==> src/rtl/id_rx_pkg.sv <==
// Shared constants for the ID receiver: ID string, synchroniser depth, receiver states.
// UART_RX_PARITY_EN adds the PARITY state used by the 8E1 frame format.
`timescale 1ns/1ps
package id_rx_pkg;

    localparam int ID_LEN      = 10;
    localparam int SYNC_STAGES = 2;

    // "2024311668", first character received first
    localparam logic [7:0] ID_CHARS [ID_LEN] = '{
        8'h32, 8'h30, 8'h32, 8'h34, 8'h33,
        8'h31, 8'h31, 8'h36, 8'h36, 8'h38
    };

    typedef enum logic [2:0] {
        ST_IDLE,
        ST_START,
        ST_DATA,
`ifdef UART_RX_PARITY_EN
        ST_PARITY,
`endif
        ST_STOP
    } rx_state_t;

    function automatic logic [7:0] id_char(input logic [3:0] idx);
        if (idx < 4'(ID_LEN)) begin
            return ID_CHARS[idx];
        end
        return 8'h00;
    endfunction

endpackage

==> src/rtl/uart_recv.sv <==
// Bit-level UART receiver: 2-flop synchroniser, mid-bit sampling, 8N1 frames
// (8E1 when UART_RX_PARITY_EN is defined). Emits one-cycle valid / frame_err pulses.
`timescale 1ns/1ps
module uart_recv
    import id_rx_pkg::*;
#(
    parameter int CLK_FREQ = 100_000_000,
    parameter int BAUD     = 115_200
) (
    input  logic       clk,
    input  logic       rst,
    input  logic       din,
    output logic [7:0] data,
    output logic       valid,
    output logic       frame_err
);

    localparam int BAUD_DIV = CLK_FREQ / BAUD;
    localparam int HALF_DIV = (BAUD_DIV / 2 > 0) ? BAUD_DIV / 2 : 1;
    localparam int CNT_W    = (BAUD_DIV > 1) ? $clog2(BAUD_DIV) : 1;

    localparam logic [CNT_W-1:0] CNT_FULL = CNT_W'(BAUD_DIV - 1);
    localparam logic [CNT_W-1:0] CNT_HALF = CNT_W'(HALF_DIV - 1);

    logic [SYNC_STAGES-1:0] sync_reg;
    logic [SYNC_STAGES-1:0] sync_vld_reg;
    logic                   prev_reg;
    logic                   rx_line;
    logic                   line_fall;
    logic                   stop_good;

    rx_state_t              state_reg;
    logic [CNT_W-1:0]       cnt_reg;
    logic [2:0]             bit_cnt_reg;
    logic [7:0]             shift_reg;
    logic [7:0]             data_reg;
    logic                   valid_reg;
    logic                   frame_err_reg;
`ifdef UART_RX_PARITY_EN
    logic                   par_err_reg;
`endif

    // sync_vld_reg marks which synchroniser stages hold a real line sample
    // rather than their reset value, so a line held low out of reset never
    // looks like a start edge until it has been seen high.
    always_ff @(posedge clk or negedge rst) begin
        if (!rst) begin
            sync_reg     <= '1;
            sync_vld_reg <= '0;
            prev_reg     <= 1'b0;
        end else begin
            sync_reg     <= {sync_reg[SYNC_STAGES-2:0], din};
            sync_vld_reg <= {sync_vld_reg[SYNC_STAGES-2:0], 1'b1};
            prev_reg     <= sync_reg[SYNC_STAGES-1] & sync_vld_reg[SYNC_STAGES-1];
        end
    end

    assign rx_line   = sync_reg[SYNC_STAGES-1];
    assign line_fall = prev_reg & ~rx_line;

`ifdef UART_RX_PARITY_EN
    assign stop_good = rx_line & ~par_err_reg;
`else
    assign stop_good = rx_line;
`endif

    always_ff @(posedge clk or negedge rst) begin
        if (!rst) begin
            state_reg     <= ST_IDLE;
            cnt_reg       <= '0;
            bit_cnt_reg   <= '0;
            shift_reg     <= '0;
            data_reg      <= 8'h00;
            valid_reg     <= 1'b0;
            frame_err_reg <= 1'b0;
`ifdef UART_RX_PARITY_EN
            par_err_reg   <= 1'b0;
`endif
        end else begin
            valid_reg     <= 1'b0;
            frame_err_reg <= 1'b0;
            case (state_reg)
                ST_IDLE: begin
                    cnt_reg     <= '0;
                    bit_cnt_reg <= '0;
                    if (line_fall) begin
                        state_reg <= ST_START;
                    end
                end
                ST_START: begin
                    if (cnt_reg == CNT_HALF) begin
                        cnt_reg   <= '0;
                        // a line back high at mid start bit was only a glitch
                        state_reg <= rx_line ? ST_IDLE : ST_DATA;
                    end else begin
                        cnt_reg <= cnt_reg + 1'b1;
                    end
                end
                ST_DATA: begin
                    if (cnt_reg == CNT_FULL) begin
                        cnt_reg     <= '0;
                        shift_reg   <= {rx_line, shift_reg[7:1]};
                        bit_cnt_reg <= bit_cnt_reg + 3'd1;
                        if (bit_cnt_reg == 3'd7) begin
`ifdef UART_RX_PARITY_EN
                            state_reg <= ST_PARITY;
`else
                            state_reg <= ST_STOP;
`endif
                        end
                    end else begin
                        cnt_reg <= cnt_reg + 1'b1;
                    end
                end
`ifdef UART_RX_PARITY_EN
                ST_PARITY: begin
                    if (cnt_reg == CNT_FULL) begin
                        cnt_reg     <= '0;
                        par_err_reg <= (^shift_reg) ^ rx_line;
                        state_reg   <= ST_STOP;
                    end else begin
                        cnt_reg <= cnt_reg + 1'b1;
                    end
                end
`endif
                ST_STOP: begin
                    if (cnt_reg == CNT_FULL) begin
                        cnt_reg   <= '0;
                        state_reg <= ST_IDLE;
                        if (stop_good) begin
                            data_reg  <= shift_reg;
                            valid_reg <= 1'b1;
                        end else begin
                            frame_err_reg <= 1'b1;
                        end
                    end else begin
                        cnt_reg <= cnt_reg + 1'b1;
                    end
                end
                default: begin
                    state_reg <= ST_IDLE;
                    cnt_reg   <= '0;
                end
            endcase
        end
    end

    assign data      = data_reg;
    assign valid     = valid_reg;
    assign frame_err = frame_err_reg;

endmodule

==> src/rtl/id_receiver.sv <==
// UART receiver plus a matcher that tracks progress through the ID "2024311668".
// Frame format is 8N1, or 8E1 when UART_RX_PARITY_EN is defined.
`timescale 1ns/1ps
module id_receiver
    import id_rx_pkg::*;
#(
    parameter int CLK_FREQ = 100_000_000,
    parameter int BAUD     = 115_200
) (
    input  logic       clk,
    input  logic       rst,
    input  logic       din,
    output logic [7:0] data,
    output logic       valid,
    output logic       frame_err,
    output logic [3:0] id_idx,
    output logic       id_ok
);

    logic [7:0] rx_data;
    logic       rx_valid;
    logic       rx_frame_err;
    logic [3:0] id_idx_reg;
    logic       id_ok_reg;

    uart_recv #(
        .CLK_FREQ (CLK_FREQ),
        .BAUD     (BAUD)
    ) u_recv (
        .clk       (clk),
        .rst       (rst),
        .din       (din),
        .data      (rx_data),
        .valid     (rx_valid),
        .frame_err (rx_frame_err)
    );

    // Matcher updates the cycle after each valid byte, so id_ok always
    // follows the valid of the final ID character.
    always_ff @(posedge clk or negedge rst) begin
        if (!rst) begin
            id_idx_reg <= 4'd0;
            id_ok_reg  <= 1'b0;
        end else begin
            id_ok_reg <= 1'b0;
            if (rx_frame_err) begin
                id_idx_reg <= 4'd0;
            end else if (rx_valid) begin
                if (rx_data == id_char(id_idx_reg)) begin
                    if (id_idx_reg == 4'(ID_LEN - 1)) begin
                        id_idx_reg <= 4'd0;
                        id_ok_reg  <= 1'b1;
                    end else begin
                        id_idx_reg <= id_idx_reg + 4'd1;
                    end
                end else begin
                    // a mismatching byte may itself start a new ID attempt
                    id_idx_reg <= (rx_data == id_char(4'd0)) ? 4'd1 : 4'd0;
                end
            end
        end
    end

    assign data      = rx_data;
    assign valid     = rx_valid;
    assign frame_err = rx_frame_err;
    assign id_idx    = id_idx_reg;
    assign id_ok     = id_ok_reg;

endmodule
==> config.mk <==
export PLATFORM = sky130hd
export DESIGN_NAME = id_receiver
export DESIGN_NICKNAME = d
export VERILOG_FILES = /design/src/rtl/id_rx_pkg.sv /design/src/rtl/uart_recv.sv /design/src/rtl/id_receiver.sv
export SDC_FILE = /design/constraint.sdc
export NUM_CORES = 1
export LEC_CHECK = 0
export CAP_MARGIN = 10
export CELL_PAD_IN_SITES_DETAIL_PLACEMENT = 1
export CELL_PAD_IN_SITES_GLOBAL_PLACEMENT = 1
export CORE_AREA = 4 4 62 87
export CTS_CLUSTER_DIAMETER = 60
export DETAILED_ROUTE_END_ITERATION = 10
export DIE_AREA = 0 0 66 91
export GPL_TIMING_DRIVEN = 0
export PLACE_DENSITY_LB_ADDON = 0.2
export SLEW_MARGIN = 20
export SYNTH_ARGS = -nofsm -noshare
export SYNTH_HDL_FRONTEND = slang
export SYNTH_HIERARCHICAL = 1
export SYNTH_SLANG_ARGS = --single-unit
==> constraint.sdc <==
create_clock -name clk -period 3.9 [get_ports clk]
set_clock_uncertainty 0.15 [all_clocks]
set_input_delay 0.78 -clock clk [delete_from_list [all_inputs] [get_ports clk]]
set_output_delay 0.78 -clock clk [all_outputs]
set_load 0.02 [all_outputs]
Word-level counts from Yosys, hierarchy flattened
Memory sizes are Yosys's and may differ from the RTL's.
Cells that the tools add are included.
{"block": "totals", "regBits": 44, "mem_bits_ro": 128, "input_bits": 3, "n_memories": 1}
{"name": "(no name shown)", "words": 16, "word_bits": 8, "rd": 1, "rd_clocked_by_memory_dff": 0, "wr": 0, "line": "id_rx_pkg.sv:27", "text": "return ID_CHARS[idx];"}
{"block": "op_classes", "n_reduce_logical": 8, "n_bitwise": 4, "addsub": 3, "n_eq_ne": 14, "n_mux": 36, "n_lt_le_gt_ge": 2}
{"op": "two-way mux 8 bit", "n": 6}
{"op": "two-way mux 10 bit", "n": 2}
{"op": "case mux 10 bit (2 select lines)", "n": 1}
{"op": "two-way mux 3 bit", "n": 6}
{"op": "two-way mux 4 bit", "n": 4}
{"op": "two-way mux 1 bit", "n": 14}
{"op": "case mux 3 bit (4 select lines)", "n": 1}
{"op": "adder 10 x 1 -> 10 bit (second input constant)", "n": 1}
{"op": "equality test 10 bit (second input constant)", "n": 1}
{"op": "equality test 10 x 9 -> 1 bit (second input constant)", "n": 1}
{"op": "!= test 2 x 1 -> 1 bit (second input constant)", "n": 5}
{"op": "equality test 8 x 6 -> 1 bit (second input constant)", "n": 1}
{"op": "equality test 8 bit", "n": 1}
{"op": "equality test 3 x 2 -> 1 bit (second input constant)", "n": 2}
{"op": "case mux 3 bit (2 select lines)", "n": 1}
{"op": "greater-or-equal comparator 5 bit (second input constant)", "n": 1}
{"op": "NOT 4 -> 5 bit", "n": 1}
{"op": "AND reduction 5 bit", "n": 1}
{"op": "adder 4 x 1 -> 4 bit (second input constant)", "n": 1}
{"op": "equality test 4 bit (second input constant)", "n": 1}
{"op": "< comparator 4 bit (second input constant)", "n": 1}
{"op": "AND reduction 2 bit", "n": 2}
{"op": "nonzero test 2 bit", "n": 2}
{"op": "adder 3 x 1 -> 3 bit (second input constant)", "n": 1}
{"op": "8 further kinds", "n": 9}

Longest topological paths before layout
Gate-level depths: netlist (run 1).
{"block": "logic_depth", "ltp_word": 12, "depth_mapped": 8}

By module
Netlist (run 1), hierarchy kept.
{"mod": "uart_recv", "area_each_um2": 1681.6, "instances": 1, "cells_each": 135}
{"mod": "id_receiver", "area_each_um2": 554.3, "instances": 1, "cells_each": 62}

Worst setup path after synthesis (run 1)
Ideal clock, no wire load.
{"block": "synth_timing", "path_type": "register -> register", "from": "register id_idx_reg[0], in the netlist id_idx[0]", "to": "register id_idx_reg[0], in the netlist id_idx[0]", "setup_slack_ps": 1641, "path_stages_with_launch": 8, "path_buffers": 0, "setup_ps": 99, "synth_period_minus_slack_ps": 2259, "arrival_ps": 2009, "path_cell_list": "dfrtp_1 -> inv_1 -> ha_1 -> nor4_1 -> nor2_1 -> a221oi_1 -> nand4_1 -> a311oi_1"}
{"block": "synth_via", "elab_chain_len": 12, "word_cells_on_any_way": 19}
{"item": "start: declaration", "line": "id_receiver.sv:23", "text": "logic [3:0] id_idx_reg;"}
{"item": "start signal: assignment", "line": "id_receiver.sv:54", "text": "id_idx_reg <= id_idx_reg + 4'd1;"}
{"item": "start signal: assignment", "line": "id_receiver.sv:58", "text": "id_idx_reg <= (rx_data == id_char(4'd0)) ? 4'd1 : 4'd0;"}
{"item": "NOT 4 -> 5 bit (implied by the code)", "line": "id_rx_pkg.sv:27"}
{"item": "memory read (16 x 8 bit)"}
{"item": "two-way mux 8 bit (implied by the code) (2 in a row)", "line": "id_rx_pkg.sv:27"}
{"item": "two-way mux 8 bit", "line": "id_rx_pkg.sv:26", "text": "if (idx < 4'(ID_LEN)) begin"}
{"item": "two-way mux 8 bit", "line": "id_rx_pkg.sv:29", "text": "return 8'h00;"}
{"item": "two-way mux 8 bit", "line": "id_receiver.sv:48", "text": "end else if (rx_valid) begin"}
{"item": "two-way mux 8 bit", "line": "id_receiver.sv:46", "text": "if (rx_frame_err) begin"}
{"item": "equality test 8 bit", "line": "id_receiver.sv:49", "text": "if (rx_data == id_char(id_idx_reg)) begin"}
{"item": "two-way mux 4 bit *", "line": "id_receiver.sv:49"}
{"item": "two-way mux 4 bit *", "line": "id_receiver.sv:48"}
{"item": "two-way mux 4 bit *", "line": "id_receiver.sv:46"}
Mark *: on every way between the ends. The rest lies on a longest branch, timed or not. The select of a mux whose other input is x is not followed.
A chain may end at the register's enable or synchronous reset.

Worst setup path in the final report (run 1)
Same ends and word-level chain as after synthesis.

==> impl_summary.md, run 1 <==
Run status
The run finished with clean final reports.

Die
Pin placement for this block handled 18 I/O pins. Measured along the x axis, the die boundary spans ~66 microns. The region available for standard cell placement spans about 4500 sq um.

The effective utilization at floorplan is 0.493. The die outline height is about 91 microns. The initialized floorplan defines 29 standard-cell rows. The die covers between 6000 and 7000 sq um.

Logic synthesis
Counting flops with a built-in enable in the synthesized netlist gives 0. By area the synthesized netlist is led by dfrtp_1, ha_1, mux2_4. Counting every net in the synthesized netlist gives 211. Of the total synthesized cell area, the portion taken by AND, OR, NAND and NOR gates is 0.199. By area, the combinational part of the netlist is dominated by simple AND/OR/NAND/NOR gates. The average cell area after synthesis is roughly 11 sq um. The number of standard cells after synthesis is approximately 200. Of the synthesized area, sequential elements account for 0.482. For this run, the number of Yosys warnings is 6. Synthesis inferred between 40 and 50 register bits. Of the total synthesized cell area, the portion taken by XOR and XNOR cells is 0.0392. The commonest register cell after synthesis is dfrtp_1.

After synthesis the cells add up to ~2200 sq um. In the synthesized netlist the async set-or-reset flop fraction comes to 1.00. The biggest area contributor in the post-synthesis netlist is dfrtp_1. The number of library cell types mapped by synthesis is 56.

The arithmetic-cell share of the synthesized area counting full adders, half adders and majority gates is 0.0616. The compound-gate portion of the synthesized area is 0.0795. The share of synthesized area in the top cell type comes to 0.459.

The multiplexer area fraction after synthesis is 0.0990.

GRT
In the global route stage, met1 resource usage came out at 0.186. The number of global-route vias before repair is between 1500 and 2000. Across every metal layer, demand over resource in global routing totals 0.182. The pin count of the biggest net entering global routing is 35. Summed over all layers, the global routing overflow is 0. The most heavily used metal layer in global routing is met2. The global routing met3 resource utilization is 0.0309. The global-route wire length before repair is 8470 microns. In the global route stage, met2 resource usage came out at 0.340. The initial antenna violation count was 0.

Setup path
Broken down by cell family, the worst path's largest delay share belongs to compound AO/OA/AOI/OAI gates. The maximum fanout count along the critical path is 11. The setup path with the least slack is of type reg2reg. STA classifies the critical path endpoint as a flip-flop. Together, buffers and inverters on the worst path number 1. The cell type of the slowest stage on the worst timing path is dfrtp_1. The worst endpoint data arrival time is 2.63 ns.

The destination of the worst register-to-register timing path is id_idx[0]$_DFFE_PN0P_. The startpoint identified for the worst register-to-register timing path is id_idx[0]$_DFFE_PN0P_. The worst setup path is launched from a flip-flop.

The count of cells along the worst register-to-register path is 7. The stage delay of the slowest cell on the critical path is approximately 0.57 ns. The critical path goes through inv_1, ha_1, nor4_1, nor2_1, a221oi_1, nand4_1, a311oi_1.

The worst reg-to-reg setup slack is between 1 and 1.5 ns. The critical path data required time is 3.95 ns.

Finish
The number of nets in the layout is about 240. In the final layout, the share of cells above drive strength 1 is 0.157. The layout has ~500 filler cells.

Leaving out fill and tap cells, the most frequent cells in the layout are dfrtp_1, nor2_1, clkdlybuf4s50_1. The finished cells cover around 2600 sq um. From synthesis to final layout, the design area changed by 15.6%. The register with the most flip-flops in the layout has 10 of them.

The number of inserted diodes is 0. The library cell used most frequently in the layout, excluding fill and tap cells, is dfrtp_1.

STA
Setup slack on the critical path of the routed design comes to ~1.3 ns. The worst slew slack as a fraction of its limit is 0.621. The clock period could shrink to around 2.6 ns. The hold violation count in the final report is 0. The accumulated negative setup slack is 0 ns. The final clock period utilization by the worst path is 0.662. Setup repair after global routing left no endpoint under its margin. The max-slew violation total from the final report is 0. Setup violations remaining at the end of the flow were counted as 0. Based on the critical path, the design can be clocked at up to ~0.39 GHz. The transition time at the pin with the least slew margin is roughly 0.57 ns.

Job
The tool flagged a number of max-cap violations equal to 0.

Clock network
The tree is rooted in a clkbuf_8. For this design, the sink count on the clock tree is 43. The clock reaches the later pin of the worst-skew pair after around 0.30 ns.

The maximum level of the CTS H-tree is 2. In this run the post-CTS setup repair buffer count came out at 0. The register clock-pin slew on the reported worst setup and hold paths is about 0.080 ns. The maximum buffer depth of the clock tree is 2. The number of buffers inserted for hold repair after clock tree synthesis is 0.

The clock tree from TritonCTS is built. The number of buffers created by CTS is 5. In this run, post-CTS repair resized a total of 0 instances.

Place
Before CTS, the worst setup slack after placement is 1.34 ns. The count of buffers inserted at the top-level ports is 17. The placer congestion estimate is a little under 0.8. The half-perimeter wire length after detailed placement is between 3000 and 4000 microns. The standard cell area after detailed placement is between 2000 and 2500 sq um.

Routing
After detailed routing, the number of vias per cell comes to between 5 and 6. The via count of the routed design is roughly 1600. In this run, the number of DRC markers left after iteration 0 of detailed routing was about 70. The routed wire length is about 5000 microns. In the final routed layout, each cell accounts on average for between 15 and 20 microns.

The number of nets with antenna violations after detailed routing is 0. The first detailed-routing pass ran for 2 iterations. After detailed routing, the number of remaining DRC violations is 0.

Power
Across the VDD grid, the largest voltage drop is around 0.32 mV. For this design the ratio of total power to cell area is between 300 and 400 nW/um^2. The cell leakage power is between 1 and 1.5 nW.

Worst hold path
The min-delay analysis places its worst path in the category in2async.
==> metal layers <==
layer  vias up  share of wire  wire length, microns
li1        749              -                     -
met5         -              0                     0
met3        14          0.024                   119
met4         0          0.037                   181
met1       815           0.36                  1780
met2        24           0.58                  2840
==> Yosys cell counts, types with 2 or more instances <==
cell / n
nand2_1: 13
mux2_4: 8
xnor2_1: 6
clkbuf_1: 2
mux2_1: 8
nand3_1: 7
inv_1: 6
ha_1: 11
nand4bb_1: 2
dfstp_2: 2
xor2_1: 4
o21ai_1: 7
dfrtp_1: 41
nand4_1: 6
a21oi_1: 3
a31o_1: 2
nor3_1: 5
buf_6: 4
nor2_1: 22
a2bb2oi_1: 2
==> where the power goes <==
part	switching [mW]	leakage (nW)	internal, mW	total [mW]
Sequential	0.0316	0.579	0.473	0.504
Combinational	0.0567	0.553	0.0386	0.0953
Clock	0.151	0.0412	0.125	0.276
Total	0.239	1.17	0.637	0.876
==> logic make-up (layout without fill, tap and decap cells) <==
logic type | after synthesis | after routing
AO/OA/AOI/OAI | 25 | 25
AND/OR/NAND/NOR | 76 | 76
XOR/XNOR | 10 | 10
multiplexers | 17 | 17
buffers and inverters | 14 | 40
other | 1 | 1
adder cells (fa/ha/maj) | 11 | 11
flip-flops | 43 | 43
==> worst register-to-register path, delay by kind of cell, from the launching register on <==
family | cells | cell delay, ns
adder cells (fa/ha/maj) | 1 | 0.25
flip-flops | 1 | 0.57
AO/OA/AOI/OAI | 2 | 0.82
AND/OR/NAND/NOR | 3 | 0.58
buffers and inverters | 1 | 0.12
==> how the worst max path moves through the flow <==
stage                     depth (start not counted)             startpoint                     to  slack [ns]
after floorplan                                   7  id_idx[0]$_DFFE_PN0P_  id_idx[0]$_DFFE_PN0P_        1.64
after global placement                            1                    rst  id_idx[1]$_DFFE_PN0P_        0.87
after detailed placement                          7  id_idx[0]$_DFFE_PN0P_  id_idx[0]$_DFFE_PN0P_        1.34
after CTS                                         7  id_idx[0]$_DFFE_PN0P_  id_idx[0]$_DFFE_PN0P_        1.32
after global routing                              7  id_idx[0]$_DFFE_PN0P_  id_idx[1]$_DFFE_PN0P_        1.07
final                                             7  id_idx[0]$_DFFE_PN0P_  id_idx[0]$_DFFE_PN0P_        1.32
==> stage by stage <==
| stage | utilization | instances | hold WS, ns | power (mW) |
|---|---|---|---|---|
| global route | 0.570 | 285 | 0.190 | 0.923 |
| floorplan | - | 197 | 0.181 | 0.569 |
| global placement | 0.548 | 276 | 0.183 | 0.598 |
| detailed placement | 0.551 | 277 | 0.188 | 0.612 |
| CTS | 0.570 | 285 | 0.184 | 0.889 |
| finish | 0.570 | 285 | 0.189 | 0.876 |
==> area by class of cell <==
type                            count  area [sq um]  area share
Tap cell                           62          77.6      0.0300
Multi-Input combinational cell    140          1070       0.415
Clock buffer                        6          72.6      0.0281
Buffer                              7          57.6      0.0223
Inverter                            7          26.3      0.0102
Clock inverter                      2          12.5     0.00484
Sequential cell                    43          1080       0.417
Timing Repair Buffer               18           185      0.0717
(Power assumes the default switching activity.)
==> run 2, diff against run 1 <==
Settings changed: CORE_AREA 4 4 62 87 to 4 4 64 90, DIE_AREA 0 0 66 91 to 0 0 68 94.
Clock period 3.9 ns to 2.4 ns, I/O delays scaled along.
==> run 2 against run 1 <==
Net effect:
- non-clock buffer count increased by 8
- hold slack improved by 0.025 ns
- register-to-register slack got worse by 1.3 ns
- critical path depth unchanged
- die area increased by 6.4%
- critical path type unchanged
- largest cell class is now multi-input combinational cells
==> impl_summary.md, run 2 (synthesis results as in run 1) <==
Die
The die outline area is ~6400 sq um. The die outline height is around 94 microns. The floorplan has 31 rows. The core region is 5040 sq um. The initial utilization of the core area, before any placement, comes to 0.443. The die width is 68 microns. 18 I/O pins were placed.

GRT
In the global route stage, met2 resource usage came out at 0.322. The number of global-route vias before repair is around 1700. For this run, global-route usage on met1 was measured as 0.166.

Entering global routing, the biggest net connects 36 pins. The first global-routing pass estimated just over 8000 microns of wire. The global routing met3 resource utilization is 0.0263. The most heavily used metal layer in global routing is met2. The initial antenna violation count is 0. For this run, the total global-route usage over all layers was measured as 0.170.

The remaining global-route overflow is 0.

Place
The half-perimeter wire length after detailed placement is about 3700 microns. Once placement completed, the tool counted placed cells totaling around 280. The count of buffers inserted at the top-level ports is 17. The placer congestion estimate is approximately 0.86. The worst setup timing slack at the placement stage is -0.107 ns. The standard cell area after detailed placement is about 2500 sq um.

Finish
0 antenna diodes ended up in the layout. The net count of the finished layout is roughly 240. With fillers left out, the area of the finished cells amounts to roughly 2700 sq um. The top cell types in the final layout, fill and taps aside, are dfrtp_1, nor2_1, clkdlybuf4s50_1. The finished layout holds ~300 standard cells, fillers aside. The area added between synthesis and finish is 21.3%.

For this run, the share of the core covered by cells in the final layout is 0.538. The most common library cell in the layout ignoring fill and taps is dfrtp_1. The register with the most flip-flops in the layout has 10 of them. In the final layout, the share of cells above drive strength 1 is 0.221.

Setup path
The stage delay of the slowest cell on the critical path is roughly 0.46 ns. The count of buffering cells on the critical path with inverters included is 1. Traced cell by cell, the critical path runs through buf_4, ha_1, nor4_1, nor2_1, a221oi_2, nand4_1, a311oi_2. Data on the critical path is required at its endpoint by roughly 2.4 ns. The count of cells along the worst register-to-register path is 7.

The worst reg-to-reg setup slack is 0.05 ns. The destination of the worst register-to-register timing path is id_idx[0]$_DFFE_PN0P_. The kind of end point of the critical path is a flip-flop. The maximum fanout count along the critical path is 6. Data arrives at the worst endpoint at 2.39 ns. The kind of critical path is reg2reg.

STA classifies the critical path startpoint as a flip-flop. The kind of cell adding the most delay to the critical path is simple AND/OR/NAND/NOR gates. The largest individual stage delay along the critical path comes from the cell dfrtp_2.

The worst register-to-register path begins at id_idx[1]$_DFFE_PN0P_.

STA
For this run, the top clock speed supported by timing is roughly 0.43 GHz. Setup violations remaining at the end of the flow were counted as 0. The max-slew violation total from the final report is 0. The final critical-path required period is between 2 and 2.5 ns. The hold violation count in the final report is 0. The final clock period utilization by the worst path is 0.979. The worst path setup slack after routing is between 0.05 and 0.06 ns.

Clock network
TritonCTS built the clock tree. The register clock-pin slew on the reported worst setup and hold paths is around 0.090 ns. The maximum buffer depth of the clock tree is 2. Clock latency on the worst-skew pair, taken at its later pin, is slightly below 0.3 ns. The number of buffers created by CTS is 5. Counting every sink on the clock net gives between 40 and 50. The clock tree synthesis step divided the H-tree into 2 levels.

The clock root buffer is clkbuf_8.

Routing
Summing over every cut layer, the via total after detailed routing is about 1600. Before antenna repair, the detailed router went through 2 iterations. The number of nets with antenna violations after detailed routing is 0.

Using the TritonRoute via totals, the vias-per-cell ratio works out to between 5 and 6. For this block, the initial DRC count from the detailed router was 21. The routed wire length is 5030 microns.

For this run, design rule violations remaining after detail routing come to 0. The per-cell routed wire length is roughly 17 microns.

Job
The tool flagged a number of max-cap violations equal to 0.

Run status
The flow ran to the end, and the final reports show no timing, DRC or antenna violations.

Power
IR analysis of the VDD net gives a maximum drop of 0.529 mV. The ratio of total power to cell area is 568 nW/um^2. The share of total power in sequential cells is 0.533. The switching power total is a little under 0.4 mW.

The relative contribution of the clock network to total power is 0.367. The switching power as a share of total power is 0.256. The share of total power in combinational logic is 0.101. The internal power of the cells is between 1 and 1.5 mW.

Total power for the finished layout comes to ~1.5 mW. The cell leakage power is 1.23 nW.

Worst hold path
The path with the worst hold slack has its endpoint at u_recv/sync_reg[1]$_DFF_PN1_. The worst hold path belongs to the class reg2reg. The startpoint identified for the worst hold timing path is u_recv/sync_reg[0]$_DFF_PN1_. The number of cells traversed by the worst hold path is 0.
## run 2: worst reg2reg max path, cell delays in order, from the launching register on
cell,delay [ns]
dfrtp_2,0.46
buf_4,0.16
ha_1,0.21
nor4_1,0.37
nor2_1,0.10
a221oi_2,0.36
nand4_1,0.18
a311oi_2,0.27
## run 2: power by group through the flow
stage / registers (mW) / logic, mW / clock network [mW]
after CTS: 0.821 / 0.162 / 0.585
final: 0.820 / 0.155 / 0.564
after global placement: 0.830 / 0.142 / 0
after floorplan: 0.820 / 0.104 / 0
after global routing: 0.830 / 0.184 / 0.628
after detailed placement: 0.836 / 0.160 / 0
## run 2: cell type report
cell class | count | area [sq um]
Buffer | 7 | 57.6
Multi-Input combinational cell | 140 | 1100
Timing Repair Buffer | 26 | 245
Clock inverter | 3 | 46.3
Clock buffer | 5 | 68.8
Inverter | 7 | 26.3
Sequential cell | 43 | 1080
Tap cell | 66 | 82.6
Fill cell | 540 | 2330
## run 2: per-layer routing
metal,routed length [microns],part of all wire,up-vias
met2,2980,0.59,29
met3,103,0.020,18
met4,200,0.040,0
met5,0,0,-
met1,1750,0.35,824
li1,-,-,771
## run 2: how the worst max path moves through the flow
| stage | slack (ns) | cells after the start | end | from |
|---|---|---|---|---|
| 6_report | 0.05 | 7 | id_idx[0]$_DFFE_PN0P_ | id_idx[1]$_DFFE_PN0P_ |
| 2_1_floorplan | 0.14 | 7 | id_idx[0]$_DFFE_PN0P_ | id_idx[0]$_DFFE_PN0P_ |
| 3_3_place_gp | -0.30 | 1 | u_recv/data[4]$_DFFE_PN0P_ | rst |
| 5_1_grt | -0.06 | 7 | id_idx[0]$_DFFE_PN0P_ | id_idx[1]$_DFFE_PN0P_ |
| 4_1_cts | 0.03 | 7 | id_idx[0]$_DFFE_PN0P_ | id_idx[1]$_DFFE_PN0P_ |
| 3_5_place_dp | -0.11 | 7 | id_idx[0]$_DFFE_PN0P_ | id_idx[0]$_DFFE_PN0P_ |
## run 2: metrics by stage
| step | hold slack [ns] | setup TNS, ns |
|---|---|---|
| floorplan | 0.0344 | 0 |
| global placement | 0.185 | -12.52 |
| detailed placement | 0.199 | -0.472 |
| CTS | 0.217 | 0 |
| global route | 0.220 | -0.112 |
| finish | 0.214 | 0 |
## run 2: timing repair
action / 4_1_cts / 5_1_grt
hold buffers: 1 / 0
pin swaps: 0 / 3
buffers inserted: 0 / 7
setup endpoints to repair: 5 / 5
endpoints found under the hold margin: 8 / 0
gates resized for setup: 2 / 7
